===== src/rtl/rr_mux_arbiter_pkg.sv =====
// Shared types and constants for the round-robin 4:1 mux arbiter.
package rr_mux_pkg;

  localparam int NREQ = 4;
  localparam int SELW = 2;

  typedef enum logic {
    IDLE,
    GRANT
  } state_t;

  function automatic logic [NREQ-1:0] onehot(input logic [SELW-1:0] idx);
    logic [NREQ-1:0] v;
    v      = '0;
    v[idx] = 1'b1;
    return v;
  endfunction

endpackage


===== src/rtl/rr_mux_arbiter_pick.sv =====
// Combinational round-robin picker: first set bit of req_m searching last+1 .. last (mod NREQ).
module rr_pick
  import rr_mux_pkg::*;
(
  input  logic [NREQ-1:0] req_m,
  input  logic [SELW-1:0] last,
  output logic            any,
  output logic [SELW-1:0] win
);

  logic [SELW-1:0] w_idx;

  // Walk the search order backwards so the nearest candidate after last overwrites the rest.
  always_comb begin
    any   = 1'b0;
    win   = last;
    w_idx = last;
    for (int unsigned k = NREQ; k >= 1; k--) begin
      w_idx = last + SELW'(k);
      if (req_m[w_idx]) begin
        any = 1'b1;
        win = w_idx;
      end
    end
  end

endmodule


===== src/rtl/rr_mux_arbiter.sv =====
// Round-robin arbiter driving a shared 4:1 single-bit mux; tenure ends on release or hold limit.
module rr_mux_arbiter
  import rr_mux_pkg::*;
#(
  parameter int MAX_HOLD = 8
) (
  input  logic            clk,
  input  logic            rst_n,
  input  logic [NREQ-1:0] req,
  input  logic [NREQ-1:0] I,
  output logic [NREQ-1:0] gnt,
  output logic [SELW-1:0] sel,
  output logic            valid,
  output logic            O
);

  localparam int HCW = (MAX_HOLD > 1) ? $clog2(MAX_HOLD) : 1;

  state_t          r_state;
  logic [NREQ-1:0] r_gnt;
  logic [SELW-1:0] r_sel;
  logic [SELW-1:0] r_last;
  logic            r_valid;
  logic [HCW-1:0]  r_hold;

  logic            w_timeout;
  logic            w_release;
  logic [NREQ-1:0] w_req_m;
  logic            w_any;
  logic [SELW-1:0] w_win;

  assign w_timeout = (r_hold == HCW'(MAX_HOLD - 1));
  assign w_release = ~req[r_sel] | w_timeout;

  // Timeout re-arbitrates over everyone so a lone holder is simply re-granted.
  assign w_req_m = (r_state == GRANT && !w_timeout) ? (req & ~r_gnt) : req;

  rr_pick u_pick (
    .req_m (w_req_m),
    .last  (r_last),
    .any   (w_any),
    .win   (w_win)
  );

  always_ff @(posedge clk or negedge rst_n) begin
    if (!rst_n) begin
      r_state <= IDLE;
      r_gnt   <= '0;
      r_sel   <= '0;
      r_last  <= '1;
      r_valid <= 1'b0;
      r_hold  <= '0;
    end else begin
      case (r_state)
        IDLE: begin
          r_hold <= '0;
          if (w_any) begin
            r_state <= GRANT;
            r_gnt   <= onehot(w_win);
            r_sel   <= w_win;
            r_last  <= w_win;
            r_valid <= 1'b1;
          end
        end
        GRANT: begin
          if (w_release) begin
            r_hold <= '0;
            if (w_any) begin
              r_gnt  <= onehot(w_win);
              r_sel  <= w_win;
              r_last <= w_win;
            end else begin
              r_state <= IDLE;
              r_gnt   <= '0;
              r_valid <= 1'b0;
            end
          end else begin
            r_hold <= r_hold + HCW'(1);
          end
        end
        default: r_state <= IDLE;
      endcase
    end
  end

  assign gnt   = r_gnt;
  assign sel   = r_sel;
  assign valid = r_valid;
  assign O     = r_valid ? I[r_sel] : 1'b0;

endmodule


===== config.mk =====
export PLATFORM = sky130hd
export DESIGN_NAME = rr_mux_arbiter
export DESIGN_NICKNAME = d
export VERILOG_FILES = /design/src/rtl/rr_mux_arbiter_pkg.sv /design/src/rtl/rr_mux_arbiter_pick.sv /design/src/rtl/rr_mux_arbiter.sv
export SDC_FILE = /design/constraint.sdc
export NUM_CORES = 1
export LEC_CHECK = 0
export ABC_AREA = 0
export CAP_MARGIN = 20
export CORE_AREA = 2 2 43 45
export CTS_CLUSTER_SIZE = 25
export DETAILED_ROUTE_END_ITERATION = 7
export DIE_AREA = 0 0 45 47
export GPL_ROUTABILITY_DRIVEN = 0
export PLACE_DENSITY = 0.76
export SETUP_SLACK_MARGIN = 0.3
export SLEW_MARGIN = 15
export SYNTH_ARGS = -nofsm -noshare
export SYNTH_HDL_FRONTEND = slang
export SYNTH_HIERARCHICAL = 1
export SYNTH_SLANG_ARGS = --single-unit

===== constraint.sdc =====
create_clock -name clk -period 5 [get_ports clk]
set_input_delay 1 -clock clk [delete_from_list [all_inputs] [get_ports clk]]
set_output_delay 1 -clock clk [all_outputs]
set_load 0.02 [all_outputs]

# --- Yosys cells after proc, flatten, opt, wreduce, memory -nomap -nowiden ---
# Cells that the tools add are included.
classes:
  add_sub_neg: 4
  mux: 42
  reduce_logical: 5
  n_eq_ne: 4
  magnitude_cmp: 7
  n_bitwise: 5
op_table:
  columns: ["op", "n"]
  rows:
  - ["2-bit by 3-bit < comparator with 1-bit output, second input constant", 6]
  - ["1-bit two-way mux", 17]
  - ["4-bit two-way mux", 4]
  - ["2-bit two-way mux", 7]
  - ["1-bit binary-select mux with 2-bit select", 6]
  - ["2-bit case mux with 2 select lines", 2]
  - ["4-bit case mux with 2 select lines", 1]
  - ["3-bit case mux with 2 select lines", 1]
  - ["2-bit adder, second input constant", 2]
  - ["4-bit bitwise AND", 1]
  - ["2-bit by 1-bit != test with 1-bit output, second input constant", 2]
  - ["4-bit inverter", 1]
  - ["1-bit case mux with 2 select lines", 2]
  - ["3-bit by 1-bit adder with 3-bit output, second input constant", 1]
  - ["3-bit == test, second input constant", 1]
  - ["3-bit two-way mux", 1]
  - ["3-bit AND reduction", 1]
  - ["2-bit by 1-bit adder with 2-bit output, second input constant", 1]
  - ["1-bit demux with 2-bit select", 1]
  - ["2-bit by 1-bit greater-or-equal comparator with 1-bit output, second input constant", 1]
  - ["1-bit logical AND", 2]
  - ["2-bit != test, second input constant", 1]
  - ["1-bit inverter", 2]
  - ["2-bit AND reduction", 1]
  - ["other kinds (2)", 2]
word_totals:
  register_bits: 13
  output_inout_bits: 8
  elab_cells: 73

# --- Longest topological paths before layout ---
depth:
  word_depth: 16
  mapped_depth: 9
  ltp_nobuf: 9

# --- Cells and area by module ---
# Netlist, hierarchy kept.
by_module_without_submodules:
  columns: ["module", "cells_each", "seq_area_each_um2", "area_per_inst_um2", "instances"]
  rows:
  - ["rr_mux_arbiter", 54, 327.8, 699.4, 1]
  - ["rr_pick", 14, 0.0, 82.6, 1]

# --- Least setup slack after synthesis ---
# Ideal clock, no wire load.
synth_timing:
  path_type: "input -> output"
  start: "in I[1]"
  end: "out O"
  setup_slack_ps: 2310
  n_path_buf: 0
  stages: 2
  required_time_ps: 4000
  arrival_time_ps: 1690
  cell_sequence: "mux4_1 and2_1"
synth_between:
  elab_chain_cells: 3
synth_rtl:
  columns: ["element", "line", "rtl"]
  rows:
  - ["from (decl)", "rr_mux_arbiter.sv:10", "input logic [NREQ-1:0] I,"]
  - ["1-bit binary-select mux with 2-bit select", "rr_mux_arbiter.sv:89", "assign O = r_valid ? I[r_sel] : 1'b0;"]
  - ["1-bit two-way mux (not written as such)", "rr_mux_arbiter.sv:89", null]
  - ["1-bit two-way mux", "rr_mux_arbiter.sv:89", null]
  - ["to (decl)", "rr_mux_arbiter.sv:14", "output logic O"]
# No other way between the ends. The select of a mux whose other input is x is not followed.

# --- Worst setup path in the final report ---
# Same ends and word-level chain as after synthesis.

==> results.py <==
metrics = {
    "status": {
        "status": "complete, no violations",
    },
    "worst_setup_path": {
        "crit_path_end_kind": "output port",
        "crit_required_ps": 4000,
        "crit_type": "in -> out",
        "cp-start-kind": "primary input",
        "path_max_fanout": 1,
        "r2r.worst_path.cells": 8,
        "cp.arrival_ps": 2580,
        "worst_r2r_endpoint": "gnt[3]",
        "r2r_start": "r_hold[0]",
        "r2r_setup_slack_ps": 2220,
    },
    "sta": {
        "relSlewSlack_pct": 60.49,
        "rsz0062_at_grt": "no",
        "postLayoutSetupSlackWorst_ps": 1418,
        "finalClockSkew_ps": 2.949,
        "timing.setup.tns_ps": 0,
        "finalHoldViolCount": 0,
        "max_freq_mhz": 279.2,
        "layout_min_cycle_time_ps": 3582,
        "worst_margin_pin_slew_ps": 590.7,
        "final-setup-viol-count": 0,
        "timing_max_transition_violations_final": 0,
        "layout_worst_path_cycle_share_pct": 71.63,
    },
    "hold_path": {
        "beginning_of_the_worst_hold_path": "r_last[0]",
        "worst_hold_path.num_cells": 1,
        "hold-path-endpoint": "r_last[0]",
        "hold_path.class": "reg -> reg",
    },
    "placement": {
        "place.detailed.hpwl_mm": 1.232,
        "placed_cells": 100,
        "place.port_buffers": 17,
        "pre_cts_ws_ps": 1413,
    },
    "clock_network": {
        "clk_transition_reported_paths_ps": 80,
        "clkSinkCount": 13,
        "clk_root_buffer_cell": "clkbuf_4",
        "post_cts.resized_instances": 0,
        "cts-hold-fix-buffers": 0,
        "cts_buffers": 3,
        "setup_bufs_post_cts": 0,
        "worst_skew_pair.late_latency_ps": 270,
        "ctsLongestPathBuffers": 2,
        "htreeDepth": 1,
        "tritoncts": "done",
    },
    "synth": {
        "syn_area_um2": 782.0,
        "ys_warn_count": 6,
        "ys_seq_area_share_pct": 41.92,
        "postSynthAreaPerCell_um2": 11.50,
        "syn-num-nets": 80,
        "postSynthCellCount": 68,
        "netlist-cell-type-count": 36,
        "ys_ff_latch": 13,
    },
    "layout": {
        "post-route-util_pct": 59.77,
        "layout.nets": 100,
        "non_filler_cells_in_the_finished_layout": 104,
        "num_antenna_cells": 0,
        "syn2layout_area_growth_pct": 26.24,
        "layout-drive-gt1-share_pct": 14.94,
    },
    "grt": {
        "grt_pass1_vias": 636,
        "grt_pass1_wl_mm": 2.863,
        "grt_antenna_before_repair": 0,
        "globalRouteTotalUtil_pct": 18.50,
        "grt_start_max_net_pins": 14,
        "gr-total-overflow": 0,
    },
    "power": {
        "fin_total_pwr_uw": 626.5,
        "ir_worst_vdd_mv": 0.3125,
        "cellPowerDensity_mw_per_mm2": 634.6,
        "power.static_leakage_nw": 0.4267,
    },
    "floorplanning": {
        "row_count": 15,
        "die_h_um": 47,
        "io-pin-count": 18,
        "floorplan.initialDensity_pct": 47.35,
        "fp.coreArea_mm2": 0.001652,
        "chipWidth_um": 45,
        "die_area_mm2": 0.002115,
    },
    "run": {
        "timing.max_cap.violations": 0,
    },
    "route": {
        "detail_route.wl_per_cell_um": 15.84,
        "via_count": 617,
        "iteration_0_drc_markers": 4,
        "number_of_nets_with_antenna_violations_after_routing": 0,
        "wirelength_mm": 1.647,
        "remaining_drc_errors": 0,
        "post_detailed_route_via_to_cell_ratio": 5.933,
        "drt_first_pass_iters": 5,
    },
}
## power breakdown
part           switching [mW]  internal, mW  leakage, nW  total (mW)
Clock                  0.0335        0.0309       0.0150      0.0644
Combinational           0.177         0.184        0.254       0.361
Sequential             0.0460         0.155        0.158       0.201
## metrics by stage
stage / cell area [um2] / hold slack [ps]
global placement: 960.9 / 496.1
CTS: 987.2 / 507.6
detailed placement: 960.9 / 491.0
finish: 987.2 / 510.3
floorplan: 782.0 / 477.5
global route: 987.2 / 527.4
## synth_stat cells
master | instances | area, um2
a21boi_0 | 4 | 30.03
dfstp_2 | 2 | 52.55
a2bb2oi_1 | 1 | 8.760
nand3b_1 | 3 | 22.52
a31oi_1 | 1 | 6.260
buf_2 | 1 | 5.000
or2_2 | 1 | 6.260
mux2i_1 | 1 | 10.01
o221ai_4 | 1 | 26.28
buf_4 | 1 | 7.510
and2_1 | 3 | 18.77
or3b_4 | 1 | 11.26
nor3_1 | 1 | 5.000
mux2_4 | 2 | 30.03
o221ai_1 | 1 | 8.760
inv_1 | 5 | 18.77
a21o_1 | 1 | 7.510
nand2b_1 | 2 | 12.51
o22ai_2 | 1 | 12.51
ha_1 | 2 | 25.02
nand3_1 | 1 | 5.000
o31a_1 | 1 | 8.760
o21ai_1 | 1 | 5.000
mux4_1 | 1 | 26.28
o2bb2ai_1 | 5 | 43.79
or3_1 | 1 | 6.260
o22ai_1 | 1 | 6.260
nor2b_1 | 1 | 6.260
dfrtp_1 | 11 | 275.3
and2b_1 | 1 | 7.510
a221o_1 | 1 | 10.01
a21oi_1 | 2 | 10.01
or4_1 | 1 | 7.510
mux2i_2 | 2 | 27.53
nand2_1 | 1 | 3.750
nor2_1 | 2 | 7.510
## layer usage
metal  wire, um  up-vias  part of all wire (%)  GRT usage (%)
met1        753      296                    46          24.40
met4          0        0                     0          5.294
li1           -      296                     -              -
met2        771       25                    47          28.57
met5          0        -                     0              0
met3        122        0                   7.4          6.923
## worst max-delay path by stage
stage          depth (start not counted)  start  to  slack (ps)
2_1_floorplan                          2   I[1]   O        2310
3_3_place_gp                           4   I[1]   O        1440
3_5_place_dp                           4   I[1]   O        1410
4_1_cts                                4   I[1]   O        1410
5_1_grt                                4   I[1]   O        1370
6_report                               4   I[1]   O        1420
## placed cells by master (no fill, tap or decap), types with 2 or more instances in the layout
cell type / n
a21boi_0: 4
o2bb2ai_1: 5
dfrtp_1: 11
clkdlybuf4s50_1: 17
nor2_1: 2
a21oi_1: 2
nand3b_1: 3
nand2b_1: 2
mux2i_2: 2
clkbuf_4: 3
inv_1: 5
mux2_4: 2
dfstp_2: 2
and2_1: 3
ha_1: 2
## logic make-up (layout without fill, tap and decap cells)
group | after synthesis | count (layout) | share of synthesized area [%]
fa+ha+maj | 2 | 2 | 3.199
flops | 13 | 13 | 41.92
buf+inv | 7 | 26 | 4.000
simple gates | 19 | 19 | 15.36
mux | 6 | 6 | 12.00
compound gates | 21 | 21 | 23.52
## layout make-up
class | count | area, um2
flip-flops and latches | 13 | 327.8
clock buffers | 4 | 26.28
repair buffers | 17 | 170.2
fillers | 163 | 664.4
multi-input cells | 48 | 422.9
well taps | 17 | 21.27
inverters | 5 | 18.77
## critical path, stage by stage
cell and delay (ps):
clkdlybuf4s50_1 390, mux4_1 490, and2_1 170, clkdlybuf4s50_1 530
## sequential cells by signal, indices dropped and copies added (netlist names)
name and cells:
valid 1, r_hold 3, r_state 1, sel 2, gnt 4, r_last 2
Note: power is estimated with default switching activity, not from simulation.
==> RTL change 1 (config.mk and constraints unchanged) <==
The parameter `MAX_HOLD` goes from 8 to 4.
--- a/src/rtl/rr_mux_arbiter.sv
+++ b/src/rtl/rr_mux_arbiter.sv
@@ -3,5 +3,5 @@
   import rr_mux_pkg::*;
 #(
-  parameter int MAX_HOLD = 8
+  parameter int MAX_HOLD = 4
 ) (
   input  logic            clk,
Behaviour: not the same (Yosys sat finds a counterexample within 10 cycles, from zero or initial values and one cycle with rst_n low).
==> RTL change 1 against the unedited design <==
Via count shrank 3.1%; routed wire length shrank 4.3%; worst setup slack gained 22 ps; utilization shrank 2.5 points; critical path depth is the same; power shrank 0.55%; final area shrank 4.2%; area after synthesis shrank 7.5%; sequential cell count shrank 1; synthesized cell count is the same; count of clock-buffer cells in the layout is the same; final cell count grew 0.96%; die area is the same; highest routed layer is now met4.
==> RTL change 1: results (changes against the unedited design) <==
** Finish
- The number of filler cells placed in the layout is 156 (-4.3%).
- Share of final-layout standard cells stronger than drive strength 1 :: 13.6% (-1.3 points)
- Final layout net count :: 100 (unchanged)

** CTS
- Clock latency reported for the late side of the worst-skew pair :: between 200 and 300 ps

** GRT
- Met2 capacity usage during global routing :: 26.0% (-2.6 points)
- Overall routing resource usage :: 16.7% (-1.8 points)
- Largest net degree at the start of global routing :: 13 (-1)
- Number of antenna violations at the first check in global routing :: 0 (unchanged)
- Number of global-route vias before repair :: 529 (-17%)
- The fraction of met1 tracks used by global routing came to 23.3% (-1.1 points).
- First-pass GRT wire length :: 2490 um (-13%)
- The met3 usage came to 2.69% (-4.2 points).

** Yosys
- The post-synth net total is 79 (-1.3%).
- Ranking of synthesized cells by area :: dfrtp_1 (35%), dfstp_2 (7.3%), a21boi_0 (4.2%)
- The commonest cells after synthesis are dfrtp_1 (10), inv_1 (8), a21boi_0 (4), o22ai_1 (4), nor2_1 (3).
- The fraction of registers with async set or reset after synthesis was 100% (unchanged).
- Sequential fraction of the synthesis area :: 41.9% (-0.051 points)
- The number of different library cells in the post-synthesis netlist came to 34 (-5.6%).

** Timing
- Clock Skews :: 5.18 ps (+2.23 ps)
- The slew at the pin closest to its max-slew limit is 515 ps (-75.5 ps).
- Final critical-path share of the clock period :: 71.2% (-0.45 points)

** Drt
- Via-to-Cell Ratio :: 5.70 (-4.0%)
- Pre-antenna DRT Iters :: 4 (-1)
- Average routed wire per standard cell :: 15.0 um (-5.2%)
- The iteration-0 DRC count of the detailed router came to 9 (+5).
- The sum of routed wire length over all layers is 1580 um (-4.3%).

** Power
- Maximum vdd drop :: 0.300 mV (-3.9%)
- The leakage power figure came to 0.389 nW (-8.9%).

** Setup path
- Arrival time of data at the critical path endpoint :: 2560 ps (-20 ps)
- The cell family contributing the most delay on the critical path is buffers and inverters.

** Run status
- Status :: complete, no violations

** Place
- Half-perimeter wire length of the detailed placement result :: 1190 um (-3.5%)
[RTL change 1: changes by cell type after synthesis, sizes merged, moves of 2 or more]
cell     change
inv          +3
o211ai       +2
o22ai        +3
o2bb2ai      -3
[RTL change 1: kinds of logic (layout without fill, tap and decap cells)]
logic type	after synthesis	in the layout	synth area share (%)
AO/OA/AOI/OAI	22	22	25.6
adder cells (fa/ha/maj)	1	1	1.73
buffers and inverters	9	29	4.84
flip-flops	12	12	41.9
multiplexers	5	5	10.4
AND/OR/NAND/NOR	19	19	15.6
[RTL change 1: final cells by class]
class,instances,area [um2],share of cell area [%]
Inverter,8,30.0,3.17
Timing Repair Buffer,17,170,18.0
Clock buffer,4,36.3,3.84
Sequential cell,12,303,32.0
Multi-Input combinational cell,47,385,40.7
Tap cell,17,21.3,2.25
[RTL change 1: per-layer routing]
metal	vias to the layer above	share of wire, %
li1	296	-
met1	282	45
met2	15	49
met3	5	4.8
met4	0	1.6
met5	-	0
[RTL change 1: worst paths after layout]
check,startpoint,endpoint,slack (ps),cells after the start
max,I[1],O,1440,4
min,r_hold[0],r_hold[0],450,1
max reg2reg,r_hold[0],gnt[3],2370,7
min reg2reg,r_hold[0],r_hold[0],450,1
max in group asynchronous,rst_n,r_last[1],3570,1
min in group asynchronous,rst_n,gnt[0],1060,1
[RTL change 1: per-stage QoR]
| stage | instance area (um2) | setup slack, ps |
|---|---|---|
| after floorplan | 723 | 2310 |
| after global placement | 910 | 1450 |
| after global routing | 946 | 1400 |
| final | 946 | 1440 |
| after CTS | 946 | 1430 |
| after detailed placement | 910 | 1440 |
[RTL change 1: where the power goes]
part	switching, W	internal (W)	leakage, nW
Clock	0.0000348	0.0000443	0.0210
Sequential	0.0000450	0.000146	0.144
Combinational	0.000183	0.000170	0.224
Total	0.000263	0.000360	0.389
==> RTL change 2 (same settings) <==
Made on the original files. Make the reset (`rst_n`) synchronous in one clocked block.
--- a/src/rtl/rr_mux_arbiter.sv
+++ b/src/rtl/rr_mux_arbiter.sv
@@ -43,5 +43,5 @@
   );
 
-  always_ff @(posedge clk or negedge rst_n) begin
+  always_ff @(posedge clk) begin
     if (!rst_n) begin
       r_state <= IDLE;
Behaviour: differs if rst_n is asserted again (counterexample within 4 cycles, from zero or initial values and one cycle with rst_n low); with rst_n held inactive, the same outputs for 10 cycles.
==> RTL change 2 against the unedited design <==
Count of clock-buffer cells in the layout stayed put; worst setup slack better by 31 ps; area after synthesis is 11% lower; sequential cell count stayed put; non-clock buffer count stayed put; final area is 8.1% lower; die area stayed put; routed wire length is 0.43% lower; maximum frequency is 0.88% higher; critical path depth stayed put; global-route usage is 1.5 points lower; via count is 6.8% higher; largest cell class unchanged; highest routed layer is now met4.
Power is not compared: it rests on default switching activity, and its combinational part moved more than twofold at a synthesized area within 25%.
==> RTL change 2: results (changes against the unedited design) <==
** Run status
- Status :: complete, no violations

** Drt
- Pre-antenna DRT Iters :: 4 (-1)
- Number of violations reported at the end of detailed-routing iteration 0 :: 24 (+20)
- The length of routed wiring on met1 was 693 um (-8.0%).
- The highest metal layer carrying signal wires in the routed design is met4.
- The wire length per cell after detailed routing was 14.6 um (-7.5%).
- The via count normalized by instance count came to 5.88 (-0.82%).
- The sum of routed wire length over all layers was 1640 um (-0.43%).
- The detailed route wirelength on metal2 came to 823 um (+6.7%).
- Total met3 wirelength after detailed routing :: 116 um (-4.9%)

** Finish
- The fraction of layout instances using a drive strength above 1 came to 9.47% (-5.5 points).
- Final layout net count :: 108 (+8.0%)
- Fillers :: 165 (+1.2%)
- Diodes inserted :: 0 (unchanged)

** Place
- Total cell area at the placement stage :: 881 um2 (-8.3%)
- The half-perimeter wire length of the detailed placement result came to 1260 um (+2.3%).

** Yosys
- After synthesis, the most frequently instantiated cells are dfxtp_1 (13), inv_1 (6), nor2_1 (6).
- By area the synthesized netlist is led by dfxtp_1 (38%), a21boi_0 (5.4%), mux2i_1 (4.3%).
- Most used DFF post-synth :: dfxtp_1
- The post-synth net total is 87 (+8.8%).
- Sequential fraction of the synthesis area :: 37.5% (-4.4 points)
- Post-synthesis instance total :: 75 (+10%)
- The number of different library cells in the post-synthesis netlist was 31 (-14%).
- The fraction of registers with async set or reset after synthesis was 0% (-100 points).

** GRT
- Overall routing resource usage :: 17.0% (-1.5 points)
- First-pass GRT wire length :: 2530 um (-12%)
- Largest net degree at the start of global routing :: 12 (-2)
- Number of global-route vias before repair :: 603 (-5.2%)

** Timing
- The slew at the pin closest to its max-slew limit came to 527 ps (-63.5 ps).
- Clock Skews :: 4.07 ps (+1.12 ps)

** CTS
- The root buffer cell chosen for the clock tree is clkbuf_4.
- Maximum root-to-sink buffer count :: 2 (unchanged)
- Clock buffers created by TritonCTS :: 3 (unchanged)
- The setup fix buffers added after clock tree synthesis is 0 (unchanged).
- CTS H-tree depth :: 1 (unchanged)

** Setup path
- Register-to-register setup slack :: 2460 ps (+240 ps)
- The critical path arrival came to 2550 ps (-30 ps).
[RTL change 2: worst max-delay path, cell delays in order]
cell and delay (ps):
clkdlybuf4s50_1 400, mux4_2 460, and2_1 160, clkdlybuf4s50_1 520
[RTL change 2: report_power, final]
group	internal, W	total [W]	switching (W)	leakage (nW)
clock	0.0000309	0.0000672	0.0000363	0.0150
sequential	0.000127	0.000155	0.0000284	0.107
combinational	0.0000854	0.000175	0.0000893	0.263
total	0.000243	0.000397	0.000154	0.386
[RTL change 2: final timing paths]
kind,depth (start not counted),to,startpoint
setup / recovery,4,O,I[3]
hold / removal,1,r_hold[0],r_hold[0]
setup reg to reg,8,gnt[2],r_hold[0]
hold reg to reg,1,r_hold[0],r_hold[0]
[RTL change 2: cell families (layout without fill, tap and decap cells)]
logic type                 after synthesis  after routing  synth area share, %
buffers and inverters                    7             27                 3.79
adders and majority gates                2              2                 3.61
DFF                                     13             13                 37.5
muxes                                    4              4                 7.58
and+or+nand+nor                         24             24                 19.0
AOI/OAI and AO/OA                       25             25                 28.5
[RTL change 2: area by class of cell]
class / count / area, um2 / area share (%)
multi-input cells: 55 / 407 / 44.8
repair buffers: 17 / 170 / 18.8
well taps: 17 / 21.3 / 2.34
flip-flops and latches: 13 / 260 / 28.7
inverters: 6 / 22.5 / 2.48
clock buffers: 4 / 26.3 / 2.90
[RTL change 2: metal layers]
| metal | global-route usage (%) | up-vias |
|---|---|---|
| met5 | 0 | - |
| met3 | 4.23 | 2 |
| met4 | 7.06 | 0 |
| met1 | 19.1 | 309 |
| li1 | - | 322 |
| met2 | 30.6 | 26 |
[RTL change 2: per-stage QoR]
step	setup slack, ps	hold WS [ps]
2_1_floorplan	2340	398
3_3_place_gp	1470	414
3_5_place_dp	1440	417
4_1_cts	1440	430
5_1_grt	1410	441
6_report	1450	424
